`config.mk`:
```
export PLATFORM = sky130hd
export DESIGN_NAME = instr_fetch
export DESIGN_NICKNAME = d
export VERILOG_FILES = /design/src/rtl/isa_defs.sv /design/src/rtl/prog_mem.sv /design/src/rtl/instr_fetch.sv
export SDC_FILE = /design/constraint.sdc
export NUM_CORES = 1
export LEC_CHECK = 0
export BUFFER_PORTS_ARGS = -buffer_cell sky130_fd_sc_hd__buf_4
export CAP_MARGIN = 25
export CORE_MARGIN = 4
export CORE_UTILIZATION = 40
export DETAILED_ROUTE_END_ITERATION = 10
export GPL_TIMING_DRIVEN = 1
export SLEW_MARGIN = 5
export SYNTH_ARGS = -nofsm -noshare
export SYNTH_HDL_FRONTEND = slang
export SYNTH_SLANG_ARGS = --single-unit
```
`constraint.sdc`:
```
create_clock -name clk -period 4 [get_ports clk]
set_input_delay 0.2 -clock clk [delete_from_list [all_inputs] [get_ports clk]]
set_output_delay 0.2 -clock clk [all_outputs]
set_load 0.02 [all_outputs]
```
`src/rtl/isa_defs.sv`:
```
// Shared ISA and fetch-stage definitions.
// Opcodes, instruction field positions and fetch FSM state encodings.
package isa_defs;

    localparam int ADDR_W  = 4;
    localparam int INSTR_W = 25;

    localparam logic [2:0] OP_LOAD = 3'b000;
    localparam logic [2:0] OP_MOVE = 3'b001;
    localparam logic [2:0] OP_ADD  = 3'b010;
    localparam logic [2:0] OP_XOR  = 3'b011;
    localparam logic [2:0] OP_HALT = 3'b111;

    localparam int OPC_HI  = 24;
    localparam int OPC_LO  = 22;
    localparam int OP1_HI  = 21;
    localparam int OP1_LO  = 19;
    localparam int OP2_HI  = 18;
    localparam int OP2_LO  = 16;
    localparam int DATA_HI = 15;
    localparam int DATA_LO = 0;

    typedef enum logic [2:0] {
        S_IDLE  = 3'd0,
        S_FETCH = 3'd1,
        S_ISSUE = 3'd2,
        S_WAIT  = 3'd3,
        S_DONE  = 3'd4
    } fetch_state_t;

endpackage

```
`src/rtl/prog_mem.sv`:
```
// Program memory: DEPTH x INSTR_W, one write port, one synchronous read port.
// Ports: clk, we/waddr/wdata (write), raddr -> rdata (1-cycle read latency).
module prog_mem #(
    parameter int ADDR_W  = 4,
    parameter int INSTR_W = 25
) (
    input  logic               clk,
    input  logic               we,
    input  logic [ADDR_W-1:0]  waddr,
    input  logic [INSTR_W-1:0] wdata,
    input  logic [ADDR_W-1:0]  raddr,
    output logic [INSTR_W-1:0] rdata
);

    logic [INSTR_W-1:0] mem [2**ADDR_W];

    // Read-before-write: a same-cycle write to raddr returns the old word.
    always_ff @(posedge clk) begin
        if (we)
            mem[waddr] <= wdata;
        rdata <= mem[raddr];
    end

endmodule

```
`src/rtl/instr_fetch.sv`:
```
// Instruction fetch stage: program memory, PC and fetch FSM.
// Ports: clk, rst, run, prog_we/addr/data, pc_adv in; func, new_func,
//        pc_addr, busy, done, instr_count out.
module instr_fetch
    import isa_defs::*;
#(
    parameter int         ADDR_W  = 4,
    parameter int         INSTR_W = 25,
    parameter logic [2:0] HALT_OP = OP_HALT
) (
    input  logic               clk,
    input  logic               rst,
    input  logic               run,
    input  logic               prog_we,
    input  logic [ADDR_W-1:0]  prog_addr,
    input  logic [INSTR_W-1:0] prog_data,
    input  logic               pc_adv,
    output logic [INSTR_W-1:0] func,
    output logic               new_func,
    output logic [ADDR_W-1:0]  pc_addr,
    output logic               busy,
    output logic               done,
    output logic [15:0]        instr_count
);

    fetch_state_t       state;
    logic [ADDR_W-1:0]  pc_next;
    logic [INSTR_W-1:0] rdata;
    logic               mem_we;
    logic               rd_halt;
    logic               fn_halt;

    assign mem_we  = prog_we &&
                     (state == S_IDLE || state == S_DONE);
    assign rd_halt = rdata[INSTR_W-1 -: 3] == HALT_OP;
    assign fn_halt = func[INSTR_W-1 -: 3] == HALT_OP;

    // Memory is addressed with the next PC so the word is
    // already registered by the end of FETCH.
    always_comb begin
        pc_next = pc_addr;
        case (state)
            S_IDLE, S_DONE:
                if (run)
                    pc_next = '0;
            S_WAIT:
                if (pc_adv)
                    pc_next = pc_addr + {{(ADDR_W-1){1'b0}}, 1'b1};
            default: pc_next = pc_addr;
        endcase
    end

    prog_mem #(
        .ADDR_W  (ADDR_W),
        .INSTR_W (INSTR_W)
    ) u_mem (
        .clk   (clk),
        .we    (mem_we),
        .waddr (prog_addr),
        .wdata (prog_data),
        .raddr (pc_next),
        .rdata (rdata)
    );

    always_ff @(posedge clk or posedge rst) begin
        if (rst) begin
            state       <= S_IDLE;
            pc_addr     <= '0;
            func        <= '0;
            new_func    <= 1'b0;
            busy        <= 1'b0;
            done        <= 1'b0;
            instr_count <= '0;
        end else begin
            new_func <= 1'b0;
            pc_addr  <= pc_next;
            case (state)
                S_IDLE, S_DONE: begin
                    if (run) begin
                        state       <= S_FETCH;
                        instr_count <= '0;
                        busy        <= 1'b1;
                        done        <= 1'b0;
                    end
                end
                S_FETCH: begin
                    state    <= S_ISSUE;
                    func     <= rdata;
                    new_func <= !rd_halt;
                end
                S_ISSUE: begin
                    if (fn_halt) begin
                        state <= S_DONE;
                        busy  <= 1'b0;
                        done  <= 1'b1;
                    end else begin
                        state <= S_WAIT;
                    end
                end
                S_WAIT: begin
                    if (pc_adv) begin
                        state <= S_FETCH;
                        if (instr_count != 16'hFFFF)
                            instr_count <= instr_count + 16'd1;
                    end
                end
                default: begin
                    state <= S_IDLE;
                    busy  <= 1'b0;
                    done  <= 1'b0;
                end
            endcase
        end
    end

endmodule

```
; ---- After elaboration in Yosys (flattened, before gate mapping)
; Memory sizes are Yosys's and may differ from the RTL's. A register that Yosys moved wholly into a read port is not among the register bits.
; Index checks and enable logic that the tools add are counted.
[word_totals]
elab_cells = 52
in_bits = 34
out_inout_bits = 48
reg_bits = 51
ram_bits = 400
n_memories = 1
[classes]
n_mux = 20
bitwise_logic = 1
reduce_logical = 10
eq_ne = 11
add_sub_neg = 2
[mem_list]
columns = name, depth, word_bits, read_ports, rd_ports_with_merged_regs, write_ports, line
row1 = u_mem.mem, 16, 25, 1, 1, 1, prog_mem.sv:15  ; logic [INSTR_W-1:0] mem [2**ADDR_W];
[op_table]
columns = operator, count
row1 = $mux W16, 3
row2 = $pmux W16 S2, 1
row3 = $add A16 B1 Y16 const B, 1
row4 = $ne A16 B16 Y1 const B, 1
row5 = $pmux W3 S4, 1
row6 = $eq A3 B3 Y1 const B, 3
row7 = $mux W3, 3
row8 = $mux W4, 2
row9 = $ne A2 B2 Y1 const B, 4
row10 = $pmux W4 S2, 1
row11 = $mux W1, 7
row12 = $eq A3 B2 Y1 const B, 2
row13 = $pmux W1 S3, 2
row14 = $add A4 B1 Y4 const B, 1
row15 = $reduce_and A4 Y1, 1
row16 = $reduce_or A2 Y1, 2
row17 = $eq A3 B1 Y1 const B, 1
row18 = $logic_not A3 Y1, 1
row19 = $reduce_and A3 Y1, 1
row20 = $reduce_and A2 Y1, 1
row21 = $reduce_bool A2 Y1, 1
row22 = $logic_and A1 B1 Y1, 1
row23 = $logic_not A1 Y1, 1
row24 = $logic_or A1 B1 Y1, 1
row25 = $not A1 Y1, 1

; ---- Logic depth before layout (Yosys ltp)
[depth]
word_depth = 5
depth_mapped = 11
depth_no_buf = 8

; ---- Modules after synthesis
; From an unflattened synthesis, not the netlist that was laid out.
[unflattened]
cells_unflattened = 889
area_unflattened_um2 = 18054.8
[modules_own_cells]
columns = mod, cells_each, area_per_inst_um2, instances, seq_area_each_um2
row1 = prog_mem, 660, 15551.2, 1, 12512.0
row2 = instr_fetch, 229, 2503.7, 1, 1276.2

; ---- Worst setup path after synthesis
; Ideal clock, no wire load.
[synth_timing]
path_type = register -> register
startpoint = register state[1]
endpoint = memory u_mem.mem[0][0], enable pin
n_path_buf = 1
setup_ns = 0.439
required_time_ns = 3.561
t_arrival_ns = 3.016
synth_period_minus_slack_ns = 3.455
path_stages_with_launch = 6
path_slack_ns = 0.545
cell_sequence = dfrtp_1 buf_2 nor2_1 nand2_1 or3_1 nor3_1
[synth_via]
elab_chain_cells = 5
elab_cells_between_ends = 6
cone_classes = eq/ne (1) / mux (2) / reduce/logical (3)
[synth_rtl]
columns = element, line
row1 = "start, declared", instr_fetch.sv:26  ; fetch_state_t state;
row2 = "start signal, assigned", instr_fetch.sv:67  ; state <= S_IDLE;
row3 = "start signal, assigned", instr_fetch.sv:80  ; state <= S_FETCH;
row4 = "start signal, assigned", instr_fetch.sv:87  ; state <= S_ISSUE;
row5 = $eq A3 B3 Y1 or $logic_not A3 Y1 (tied branches), instr_fetch.sv:34  ; (state == S_IDLE || state == S_DONE);
row6 = $logic_or A1 B1 Y1 *, instr_fetch.sv:34
row7 = $logic_and A1 B1 Y1 *, instr_fetch.sv:33  ; assign mem_we = prog_we &&
row8 = $mux W1 *, prog_mem.sv:19  ; if (we)
row9 = $mux W1 (implied by the code) *, prog_mem.sv:20  ; mem[waddr] <= wdata;
row10 = "end, declared", prog_mem.sv:15
; Every way passes the cells marked *; elsewhere a longest branch is shown, timed or not.

; ---- Worst setup path after layout
[layout_timing]
startpoint = register state[1]
endpoint = register u_mem.rdata[23], read port of u_mem.mem
[layout_via]
elab_chain_cells = 3
elab_cells_between_ends = 5
cone_classes = eq/ne (2) / mux (1) / reduce/logical (2)
[layout_rtl]
columns = element, line
row1 = $eq A3 B3 Y1 or $logic_not A3 Y1 (tied branches), instr_fetch.sv:42  ; case (state)
row2 = $reduce_or A2 Y1, instr_fetch.sv:42
row3 = $pmux W4 S2 *, instr_fetch.sv:42
row4 = "end, declared", prog_mem.sv:12  ; output logic [INSTR_W-1:0] rdata
; Marked as above.
; A chain may end at the register's enable or synchronous reset.

==> impl_metrics.toml <==
[floorplan]
die_y_um = 224
coreArea_um2 = 45700
dieArea_um2 = 50000
num_io_pins = 82
die-width_um = 224
initial_utilization = 0.407
core.rowCount = 78

[routing]
drt_pre_antenna_iters = 5
drc = 0
drt_iter0_drc = 1017
antenna_left = 0
via_per_inst = 5.63
vias = 11200
routedWlPerCell_um = 23.4
routed_wl_um = 46500

[worst_setup_path]
r2r_cells = 8
r2r_slack_ps = 920
reg2reg_from = "state[1]$_DFFE_PP0P_"
worstSetupPathType = "reg2reg"
endpoint_kind = "flop"
critPathLaunchType = "flop"
worst-path-max-fanout = 57
regToRegEndpoint = "u_mem.rdata[23]$_DFF_P_"
crit_required_ps = 4450
cp.arrival_ps = 3530

[placement]
hpwl_um = 23500
gp_congestion = 0.768
placed_cell_area_um2 = 20000
portBuffers = 81

[synthesis]
syn_avg_cell_area_um2 = 15.0
ys_warn_count = 0
synthFlopType = "edfxtp_1"
synth_edf_count = 400
post-synth-top-area-fraction = 0.646
synthCells = 1240
synth.most_common_cell = "edfxtp_1"
synth-seq-cells = 476
synth_common_cells = "400 x edfxtp_1, 150 x a211oi_1, 116 x nand2_1"
yosys-top-cells-area = "edfxtp_1 65%, dfrtp_1 6.9%, a211oi_1 6.1%"
synthesis.area_um2 = 18600
async_flop_share = 0.107
ys_types = 56
synth_nets = 1276
yosysSeqAreaShare = 0.742
yosysTopAreaCell = "edfxtp_1"

[cts]
htreeDepth = 2
clk_latency_ps = 580
cts_tree = "built"
cts_buffers = 50
cts.sinks = 476
cts_buffer_depth = 3
postCtsSetupBuffers = 0
clkTransAtPathRegs_ps = 60
root_buffer = "clkbuf_16"

[power_and_ir_drop]
p_leak_nw = 8.00
power.density_nw_per_um2 = 693
ir_worst_vdd_uv = 574

[global_routing]
antenna_found_initial = 1
grt_pass1_vias = 11231
grt_pass1_wl_um = 69900
track_usage = 0.183
grt-ovfl-total = 0
grt_max_degree = 76

[layout]
final_area_um2 = 21900
area_delta_synth_final_pct = 18.1
drive_above_1_share = 0.180
final_nets = 1384
final_util = 0.480

[timing]
slew_headroom = 0.385
finClkSkew_ps = 13.6
max_freq_mhz = 325
finalCriticalPeriod_ps = 3080
finalSetupTns_ps = 0
setup_viol = 0
rsz0062_at_grt = "false"
finalCritPeriodShare = 0.769
worst_slew_pin_slew_ps = 910
report.final.hold_viol_count = 0
finalMaxSlewViolations = 0

[status]
status = "finished clean"

[min_path]
hold_class = "in2reg"
hold_end = "u_mem.mem[0][20]$_DFFE_PP_"
hold_depth = 3
hp-start = "prog_addr[2]"

[run]
max_cap_viol_count = 0
-- power by group --
group	switching (mW)	leakage, nW	total (mW)	internal [mW]
clock network	1.90	0.814	4.67	2.77
logic	2.93	2.74	4.49	1.55
registers	0.259	4.45	6.04	5.78
-- layer usage --
layer	part of all wire	global-route usage	wire, µm
met4	0.026	0.0593	1190
met2	0.47	0.292	21800
met1	0.44	0.258	20600
met5	0	0	0
met3	0.062	0.0297	2870
-- cell families after synthesis --
logic type | synth area share
simple gates | 0.0826
mux | 0.0298
flops | 0.742
fa+ha+maj | 0.00135
buf+inv | 0.0244
xor+xnor | 0.00808
compound gates | 0.112
-- state kept, by name, summed over array words and instances, names as in the netlist --
| signal | cells |
|---|---|
| busy | 1 |
| pc_addr | 4 |
| instr_count | 16 |
| new_func | 1 |
| u_mem.mem | 400 |
| func | 25 |
| done | 1 |
| state | 3 |
| u_mem.rdata | 25 |
-- cells in the final DEF (no fill, tap or decap), types with 26 or more instances in the layout --
cell and count:
dfrtp_1 51, edfxtp_1 400, mux2_2 26, dlygate4sd3_1 28
and3_1 78, mux2i_1 26, clkbuf_16 51, a211oi_1 150
a21oi_1 103, buf_4 113, nand2_1 116
-- worst max-delay path, cell delays in order, from the launching register on --
cell and delay, ps:
dfrtp_1 680, nand4b_1 260, a32o_2 330, nand2_8 280
clkinv_2 100, buf_4 360, a21oi_1 240, a221oi_1 90
or4_1 570
-- timing repair --
item / CTS / global route
resized for setup: 0 / 0
hold endpoints to repair: 433 / 0
hold buffers: 28 / 0
-- cell type report --
cell class | count | area (µm²)
repair buffers | 145 | 1220
multi-input cells | 670 | 4490
diodes | 1 | 2.50
fillers | 3877 | 23700
well taps | 600 | 751
clock buffers | 66 | 1390
flip-flops and latches | 476 | 13800
inverters | 5 | 22.5
clock inverters | 27 | 272
-- worst max-delay path by stage --
stage	from	endpoint	slack, ps	cells after the start
floorplan	state[1]$_DFFE_PP0P_	u_mem.mem[0][0]$_DFFE_PP_	550	5
global placement	state[1]$_DFFE_PP0P_	u_mem.rdata[24]$_DFF_P_	1050	8
detailed placement	state[1]$_DFFE_PP0P_	u_mem.rdata[23]$_DFF_P_	930	8
CTS	state[1]$_DFFE_PP0P_	u_mem.rdata[23]$_DFF_P_	910	8
global route	state[1]$_DFFE_PP0P_	u_mem.rdata[23]$_DFF_P_	710	8
finish	state[1]$_DFFE_PP0P_	u_mem.rdata[23]$_DFF_P_	920	8
-- stage by stage --
| step | total power [mW] | setup slack [ps] | instances | hold WS, ps |
|---|---|---|---|---|
| after detailed placement | 10.6 | 927 | 1868 | 435 |
| after global routing | 16.0 | 710 | 1990 | 326 |
| after global placement | 10.5 | 1050 | 1867 | 419 |
| final | 15.2 | 923 | 1990 | 318 |
| after CTS | 15.3 | 912 | 1989 | 284 |
| after floorplan | 9.12 | 545 | 1240 | 299 |
Note: power is estimated with default switching activity, not from simulation.
